**src/rtl/vga_timing_pkg.sv**
```systemverilog
// Shared VGA 640x480 timing constants, sync-window helpers and the update FSM state type.
package vga_timing_pkg;

  localparam int H_VIS_PX   = 640;
  localparam int H_FP_PX    = 16;
  localparam int H_SYNC_PX  = 96;
  localparam int H_BP_PX    = 48;
  localparam int H_TOT_PX   = H_VIS_PX + H_FP_PX + H_SYNC_PX + H_BP_PX;

  localparam int V_VIS_LN   = 480;
  localparam int V_FP_LN    = 10;
  localparam int V_SYNC_LN  = 2;
  localparam int V_BP_LN    = 33;
  localparam int V_TOT_LN   = V_VIS_LN + V_FP_LN + V_SYNC_LN + V_BP_LN;

  // First position of the sync pulse on an axis.
  function automatic int syncStart(input int vis, input int fp);
    return vis + fp;
  endfunction

  // Last position (inclusive) of the sync pulse on an axis.
  function automatic int syncEnd(input int vis, input int fp, input int sync);
    return vis + fp + sync - 1;
  endfunction

  localparam int H_SYNC_START = syncStart(H_VIS_PX, H_FP_PX);
  localparam int H_SYNC_END   = syncEnd(H_VIS_PX, H_FP_PX, H_SYNC_PX);
  localparam int V_SYNC_START = syncStart(V_VIS_LN, V_FP_LN);
  localparam int V_SYNC_END   = syncEnd(V_VIS_LN, V_FP_LN, V_SYNC_LN);

  typedef enum logic [1:0] {
    IDLE    = 2'b00,
    PENDING = 2'b01,
    ACK     = 2'b10
  } upd_state_t;

endpackage

```
**src/rtl/vga_frame_ctrl_counter.sv**
```systemverilog
// Wrap-around axis counter. countNext is exposed so the parent can decode
// registered flags that line up with the count on the same cycle.
module vga_axis_counter #(
  parameter int CW  = 11,
  parameter int TOT = 800
) (
  input  logic          clk,
  input  logic          rst,
  input  logic          en,
  output logic [CW-1:0] count,
  output logic [CW-1:0] countNext,
  output logic          wrap
);

  localparam logic [CW-1:0] LAST = CW'(TOT - 1);
  localparam logic [CW-1:0] ONE  = CW'(1);

  logic [CW-1:0] count_r;

  // Next-count and wrap strobe: advance when enabled, return to zero after LAST.
  always_comb begin
    wrap      = 1'b0;
    countNext = count_r;
    if (en) begin
      if (count_r == LAST) begin
        wrap      = 1'b1;
        countNext = {CW{1'b0}};
      end else begin
        countNext = count_r + ONE;
      end
    end else begin
      countNext = count_r;
    end
  end

  // Count register.
  always_ff @(posedge clk or posedge rst) begin
    if (rst) begin
      count_r <= {CW{1'b0}};
    end else begin
      count_r <= countNext;
    end
  end

  assign count = count_r;

endmodule

```
**src/rtl/vga_frame_ctrl.sv**
```systemverilog
// VGA frame sequencer: pixel/line counters, registered syncs and flags, and a
// displayed-time register that only changes on entry to vertical blank.
module vga_frame_ctrl
  import vga_timing_pkg::*;
#(
  parameter int H_VIS  = H_VIS_PX,
  parameter int H_FP   = H_FP_PX,
  parameter int H_SYNC = H_SYNC_PX,
  parameter int H_BP   = H_BP_PX,
  parameter int V_VIS  = V_VIS_LN,
  parameter int V_FP   = V_FP_LN,
  parameter int V_SYNC = V_SYNC_LN,
  parameter int V_BP   = V_BP_LN,
  parameter int CW     = 11
) (
  input  logic          clk,
  input  logic          rst,
  input  logic          upd_req,
  input  logic [23:0]   time_in,
  output logic          upd_ack,
  output logic [23:0]   time_q,
  output logic [CW-1:0] countH,
  output logic [CW-1:0] countV,
  output logic          h_sinc,
  output logic          v_sinc,
  output logic          video_on,
  output logic          frame_start
);

  localparam int H_TOT = H_VIS + H_FP + H_SYNC + H_BP;
  localparam int V_TOT = V_VIS + V_FP + V_SYNC + V_BP;

  localparam logic [CW-1:0] H_LAST   = CW'(H_TOT - 1);
  localparam logic [CW-1:0] V_VBLANK = CW'(V_VIS - 1);
  localparam logic [CW-1:0] H_VIS_C  = CW'(H_VIS);
  localparam logic [CW-1:0] V_VIS_C  = CW'(V_VIS);
  localparam logic [CW-1:0] HS_START = CW'(syncStart(H_VIS, H_FP));
  localparam logic [CW-1:0] HS_END   = CW'(syncEnd(H_VIS, H_FP, H_SYNC));
  localparam logic [CW-1:0] VS_START = CW'(syncStart(V_VIS, V_FP));
  localparam logic [CW-1:0] VS_END   = CW'(syncEnd(V_VIS, V_FP, V_SYNC));

  logic [CW-1:0] hNext_s, vNext_s;
  logic          hWrap_s, vWrap_s;
  logic          vblankEntry_s, commit_s;
  logic          hSinc_r, vSinc_r, videoOn_r, frameStart_r, updAck_r;
  logic [23:0]   timeQ_r;
  upd_state_t    state_r, stateNext_s;

  vga_axis_counter #(.CW(CW), .TOT(H_TOT)) uHCnt (
    .clk       (clk),
    .rst       (rst),
    .en        (1'b1),
    .count     (countH),
    .countNext (hNext_s),
    .wrap      (hWrap_s)
  );

  vga_axis_counter #(.CW(CW), .TOT(V_TOT)) uVCnt (
    .clk       (clk),
    .rst       (rst),
    .en        (hWrap_s),
    .count     (countV),
    .countNext (vNext_s),
    .wrap      (vWrap_s)
  );

  // Syncs and flags decoded from the next counts so they match countH/countV.
  // The vertical wrap strobe fires exactly when the next position is (0,0).
  always_ff @(posedge clk or posedge rst) begin
    if (rst) begin
      hSinc_r      <= 1'b1;
      vSinc_r      <= 1'b1;
      videoOn_r    <= 1'b1;
      frameStart_r <= 1'b1;
    end else begin
      hSinc_r      <= !((hNext_s >= HS_START) && (hNext_s <= HS_END));
      vSinc_r      <= !((vNext_s >= VS_START) && (vNext_s <= VS_END));
      videoOn_r    <= (hNext_s < H_VIS_C) && (vNext_s < V_VIS_C);
      frameStart_r <= vWrap_s;
    end
  end

  // Last pixel of the last visible line: the edge out of it enters vblank.
  assign vblankEntry_s = (countH == H_LAST) && (countV == V_VBLANK);

  // Update FSM state register.
  always_ff @(posedge clk or posedge rst) begin
    if (rst) begin
      state_r <= IDLE;
    end else begin
      state_r <= stateNext_s;
    end
  end

  // Update FSM next state; a dropped request always wins over a commit.
  always_comb begin
    stateNext_s = state_r;
    commit_s    = 1'b0;
    case (state_r)
      IDLE: begin
        if (upd_req) stateNext_s = PENDING;
        else         stateNext_s = IDLE;
      end
      PENDING: begin
        if (!upd_req) begin
          stateNext_s = IDLE;
        end else if (vblankEntry_s) begin
          commit_s    = 1'b1;
          stateNext_s = ACK;
        end else begin
          stateNext_s = PENDING;
        end
      end
      ACK: begin
        if (!upd_req) stateNext_s = IDLE;
        else          stateNext_s = ACK;
      end
      default: stateNext_s = IDLE;
    endcase
  end

  // Committed digits and the one-cycle acknowledge.
  always_ff @(posedge clk or posedge rst) begin
    if (rst) begin
      timeQ_r  <= 24'h000000;
      updAck_r <= 1'b0;
    end else begin
      updAck_r <= commit_s;
      if (commit_s) timeQ_r <= time_in;
      else          timeQ_r <= timeQ_r;
    end
  end

  assign h_sinc      = hSinc_r;
  assign v_sinc      = vSinc_r;
  assign video_on    = videoOn_r;
  assign frame_start = frameStart_r;
  assign upd_ack     = updAck_r;
  assign time_q      = timeQ_r;

endmodule

```
**config.mk**
```make
export PLATFORM = sky130hd
export DESIGN_NAME = vga_frame_ctrl
export DESIGN_NICKNAME = d
export VERILOG_FILES = /design/src/rtl/vga_timing_pkg.sv /design/src/rtl/vga_frame_ctrl_counter.sv /design/src/rtl/vga_frame_ctrl.sv
export SDC_FILE = /design/constraint.sdc
export NUM_CORES = 1
export LEC_CHECK = 0
export BUFFER_PORTS_ARGS = -buffer_cell sky130_fd_sc_hd__buf_4
export CORE_AREA = 2 2 52 103
export DETAILED_ROUTE_END_ITERATION = 8
export DIE_AREA = 0 0 54 105
export GPL_TIMING_DRIVEN = 1
export PLACE_DENSITY = 0.92
export SYNTH_ARGS = -nofsm -noshare
export SYNTH_HDL_FRONTEND = slang
export SYNTH_SLANG_ARGS = --single-unit
```
**constraint.sdc**
```tcl
create_clock -name clk -period 4 [get_ports clk]
set_input_delay 0.2 -clock clk [delete_from_list [all_inputs] [get_ports clk]]
set_output_delay 0.2 -clock clk [all_outputs]
set_load 0.005 [all_outputs]
```
==> flow_summary.html <==
<table>
<tr><th>Metric</th><th>Value</th></tr>
<tr><th colspan="2">Timing</th></tr>
<tr><td>RSZ-0062 raised after global routing</td><td>no</td></tr>
<tr><td>Count of final hold-check violations</td><td>0</td></tr>
<tr><td>Max-slew violation total from the final report</td><td>0</td></tr>
<tr><td>Accumulated negative setup slack</td><td>0 ps</td></tr>
<tr><td>Tcrit/Tclk final</td><td>70.19%</td></tr>
<tr><td>Clock period minus worst slack</td><td>2808 ps</td></tr>
<tr><td>Max frequency</td><td>356.2 MHz</td></tr>
<tr><td>Least-Margin Pin Slew</td><td>1043 ps</td></tr>
<tr><td>Tightest slew margin relative to the limit</td><td>30.36%</td></tr>
<tr><td>Skew final</td><td>8.259 ps</td></tr>
<tr><td>Final setup vio count</td><td>0</td></tr>
<tr><th colspan="2">Pwr</th></tr>
<tr><td>Total power divided by cell area</td><td>264.0 nW/um^2</td></tr>
<tr><td>Seq pwr share</td><td>61.5%</td></tr>
<tr><td>Clock Power Share</td><td>34.8%</td></tr>
<tr><td>Total design power</td><td>871.7 uW</td></tr>
<tr><td>Internal</td><td>676.6 uW</td></tr>
<tr><td>Switching part of the total</td><td>22.38%</td></tr>
<tr><td>Relative contribution of combinational cells to total power</td><td>3.6%</td></tr>
<tr><td>Leakage component of the power</td><td>1.668 nW</td></tr>
<tr><td>Net Sw Power</td><td>195.1 uW</td></tr>
<tr><td>Peak supply drop</td><td>0.2798 mV</td></tr>
<tr><th colspan="2">Detailed routing</th></tr>
<tr><td>First DRT Iteration DRCs</td><td>45</td></tr>
<tr><td>Avg Vias per Cell</td><td>5.890</td></tr>
<tr><td>Detailed-router iteration count before antenna repair</td><td>4</td></tr>
<tr><td>Total wire length after detailed routing</td><td>6.231 mm</td></tr>
<tr><td>ANT nets after route</td><td>0</td></tr>
<tr><td>DRC viols</td><td>0</td></tr>
<tr><td>Vias after detailed routing</td><td>2091</td></tr>
<tr><td>Detailed-route wire length per cell</td><td>17.55 um</td></tr>
<tr><th colspan="2">Worst hold path</th></tr>
<tr><td>Class of the tightest hold or removal check</td><td>input pin to register</td></tr>
<tr><td>WHS Path Cells</td><td>2</td></tr>
<tr><td>Worst hold start</td><td>time_in[20]</td></tr>
<tr><td>Endpoint, Worst Hold</td><td>time_q[20]</td></tr>
<tr><th colspan="2">Setup path</th></tr>
<tr><td>Critical path startpoint</td><td>uHCnt.count[0]</td></tr>
<tr><td>Slack of the worst reg-to-reg path</td><td>1190 ps</td></tr>
<tr><td>Endpoint of the most critical register-to-register path</td><td>time_q[12]</td></tr>
<tr><td>Cell count of the worst reg-to-reg path</td><td>7</td></tr>
<tr><td>WS Path Type</td><td>register to register</td></tr>
<tr><td>Critical Path AT</td><td>3020 ps</td></tr>
<tr><td>Launching point of the worst reg2reg path</td><td>uHCnt.count[0]</td></tr>
<tr><td>Required time of the critical path</td><td>4210 ps</td></tr>
<tr><td>Kind of capture point of the worst setup path</td><td>register</td></tr>
<tr><td>Setup crit start kind</td><td>register</td></tr>
<tr><td>Largest fanout of any net on the critical path</td><td>24</td></tr>
<tr><th colspan="2">Logic synthesis</th></tr>
<tr><td>Fraction of post-synthesis cell area in the top cell type by area</td><td>47.00%</td></tr>
<tr><td>Average instance area after synthesis</td><td>11.80 sq um</td></tr>
<tr><td>Synthesized flop and latch total</td><td>53</td></tr>
<tr><td>Post-Syn Nets</td><td>252</td></tr>
<tr><td>Top_reg_cell synth</td><td>dfrtp_1</td></tr>
<tr><td>Post-synthesis cell type count</td><td>46</td></tr>
<tr><td>Cells taking the most area after synthesis</td><td>dfrtp_1, mux2_4, dfstp_2</td></tr>
<tr><td>Sequential element share of the synthesized area</td><td>51.03%</td></tr>
<tr><td>Warnings from Yosys</td><td>0</td></tr>
<tr><td>Post-synth top area cell</td><td>dfrtp_1</td></tr>
<tr><td>Post-synth ARST share</td><td>100.0%</td></tr>
<tr><td>Area of the mapped netlist</td><td>2609 sq um</td></tr>
<tr><td>Number of enable-type register cells in the synthesized netlist</td><td>0</td></tr>
<tr><td>Number of cells produced by synthesis</td><td>221</td></tr>
<tr><th colspan="2">Die</th></tr>
<tr><td>Starting Density</td><td>53.63%</td></tr>
<tr><td>Floorplan die height</td><td>105 um</td></tr>
<tr><td>Chip Width</td><td>54 um</td></tr>
<tr><td>Placeable core region</td><td>4865 sq um</td></tr>
<tr><td>Number of placed I/O pins</td><td>78</td></tr>
<tr><td>Number of rows created at floorplan</td><td>36</td></tr>
<tr><td>Floorplan die area</td><td>5670 sq um</td></tr>
<tr><th colspan="2">Global route</th></tr>
<tr><td>First-pass GRT wire length</td><td>9.818 mm</td></tr>
<tr><td>Global Route met2 Usage</td><td>39.02%</td></tr>
<tr><td>Grt total ovfl</td><td>0</td></tr>
<tr><td>Met3 track demand over resource</td><td>6.714%</td></tr>
<tr><td>Pin count of the biggest net entering global routing</td><td>54</td></tr>
<tr><td>Layer carrying the most global-route usage</td><td>met2</td></tr>
<tr><td>Met1 usage in global routing</td><td>25.91%</td></tr>
<tr><td>GR Util All Layers</td><td>23.67%</td></tr>
<tr><td>Number of global-route vias before repair</td><td>2074</td></tr>
<tr><td>Antenna violations before repair</td><td>0</td></tr>
<tr><th colspan="2">Cells and area</th></tr>
<tr><td>Fraction of the core area covered by cells at the end of the flow</td><td>67.88%</td></tr>
<tr><td>Leading cell types in the layout, fill and taps excluded</td><td>buf_4, dfrtp_1, mux2_4</td></tr>
<tr><td>Diode insertion count for antenna repair</td><td>0</td></tr>
<tr><td>Post-layout instance count excluding filler cells</td><td>355</td></tr>
<tr><td>Layout cell share with drive strength beyond 1</td><td>39.60%</td></tr>
<tr><td>Area growth syn-to-layout</td><td>26.57%</td></tr>
<tr><td>Leading cell type in the layout, fill and taps excluded</td><td>buf_4</td></tr>
<tr><td>Fillcell total</td><td>369</td></tr>
<tr><td>Final net count</td><td>328</td></tr>
<tr><th colspan="2">Outcome</th></tr>
<tr><td>Status</td><td>finished clean</td></tr>
<tr><th colspan="2">Clocking</th></tr>
<tr><td>Clk_lat worst skew</td><td>320 ps</td></tr>
<tr><td>Clock transition at the registers of the reported paths</td><td>100 ps</td></tr>
<tr><td>Number of H-tree levels</td><td>2</td></tr>
<tr><td>Clock Tree Buf Depth</td><td>2</td></tr>
<tr><td>Number of buffers created by CTS</td><td>5</td></tr>
<tr><td>Hold buffer count at CTS</td><td>0</td></tr>
<tr><td>CTS tree</td><td>yes</td></tr>
<tr><td>Sinks on the clock net</td><td>53</td></tr>
<tr><td>Buffers inserted by post-CTS timing repair</td><td>0</td></tr>
<tr><td>Post-cts resize count</td><td>0</td></tr>
<tr><td>Cell at the root of the clock tree</td><td>clkbuf_8</td></tr>
<tr><th colspan="2">Placed design</th></tr>
<tr><td>Number of port buffers</td><td>77</td></tr>
<tr><td>Dpl hpwl</td><td>4.651 mm</td></tr>
<tr><td>Routability cong.</td><td>0.8838</td></tr>
<tr><td>Placed cells</td><td>347</td></tr>
<tr><th colspan="2">Flow run</th></tr>
<tr><td>Reported max-cap violation count</td><td>0</td></tr>
</table>
-- layout make-up --
cell class	instances	area [sq um]	share of cell area, %
Clock buffer	6	72.57	2.198
Sequential cell	53	1331	40.32
Tap cell	57	71.32	2.160
Inverter	8	30.03	0.9094
Timing Repair Buffer	78	585.6	17.73
Multi-Input combinational cell	151	1196	36.23
Clock inverter	2	15.01	0.4547
-- routing by layer --
metal  routed length (um)  vias up  share of wire (%)
met3                  497       20                8.0
met2                 3279      101                 53
met5                    0        -                  0
met1                 2207     1015                 35
li1                     -      955                  -
met4                  248        0                4.0
-- kinds of logic after synthesis --
family | after synthesis | synth area share [%]
multiplexers | 28 | 14.92
adder cells (fa/ha/maj) | 4 | 1.919
AND/OR/NAND/NOR | 85 | 19.19
buffers and inverters | 17 | 3.118
AO/OA/AOI/OAI | 22 | 5.804
flip-flops | 53 | 51.03
XOR/XNOR | 12 | 4.029
-- stage by stage --
| step | worst slack (ps) | hold WS (ps) | area (sq um) |
|---|---|---|---|
| 2_1_floorplan | 1664 | 322.1 | 2609 |
| 3_3_place_gp | 1325 | 421.0 | 3214 |
| 3_5_place_dp | 1235 | 435.1 | 3214 |
| 4_1_cts | 1217 | 94.27 | 3302 |
| 5_1_grt | 887.7 | 88.09 | 3302 |
| 6_report | 1192 | 101.8 | 3302 |
-- Yosys cell counts (all sizes together), types with 2 or more instances --
cell type,n
dfrtp,49
mux2,27
nand2,14
nor2,13
nand3,11
nand4,10
inv,8
xnor2,8
and4,6
o21ai,6
clkbuf,5
nor3,5
buf,4
dfstp,4
ha,4
or3,4
xor2,4
nand2b,3
nor2b,3
nor4,3
nor4b,3
a21oi,2
and2,2
and4b,2
o22ai,2
o31ai,2
-- worst max-delay path by stage --
stage / to / depth (start not counted)
floorplan: time_q[0] / 8
global placement: time_q[5] / 6
detailed placement: time_q[12] / 6
CTS: time_q[7] / 7
global route: video_on / 6
finish: time_q[12] / 7
-- flip-flops by register name, summed over array words and instances (netlist names), 2 cells and up --
| register | count |
|---|---|
| state_r | 2 |
| uHCnt.count | 11 |
| time_q | 24 |
| uVCnt.count | 11 |
-- critical path: stages, from the launching register on --
cell      delay [ps]
dfrtp_1          490
ha_1             260
nand4_1          390
nor3_4           590
and4_1           300
nand2b_1          60
buf_4            260
mux2_4           350
-- power groups by stage --
stage / registers, mW / logic [mW] / clock network [mW]
2_1_floorplan: 0.547 / 0.00956 / 0
3_3_place_gp: 0.547 / 0.0314 / 0
3_5_place_dp: 0.547 / 0.0325 / 0
4_1_cts: 0.536 / 0.0328 / 0.315
5_1_grt: 0.537 / 0.0357 / 0.338
6_report: 0.536 / 0.0317 / 0.304
Note: power is estimated with default switching activity, not from simulation.
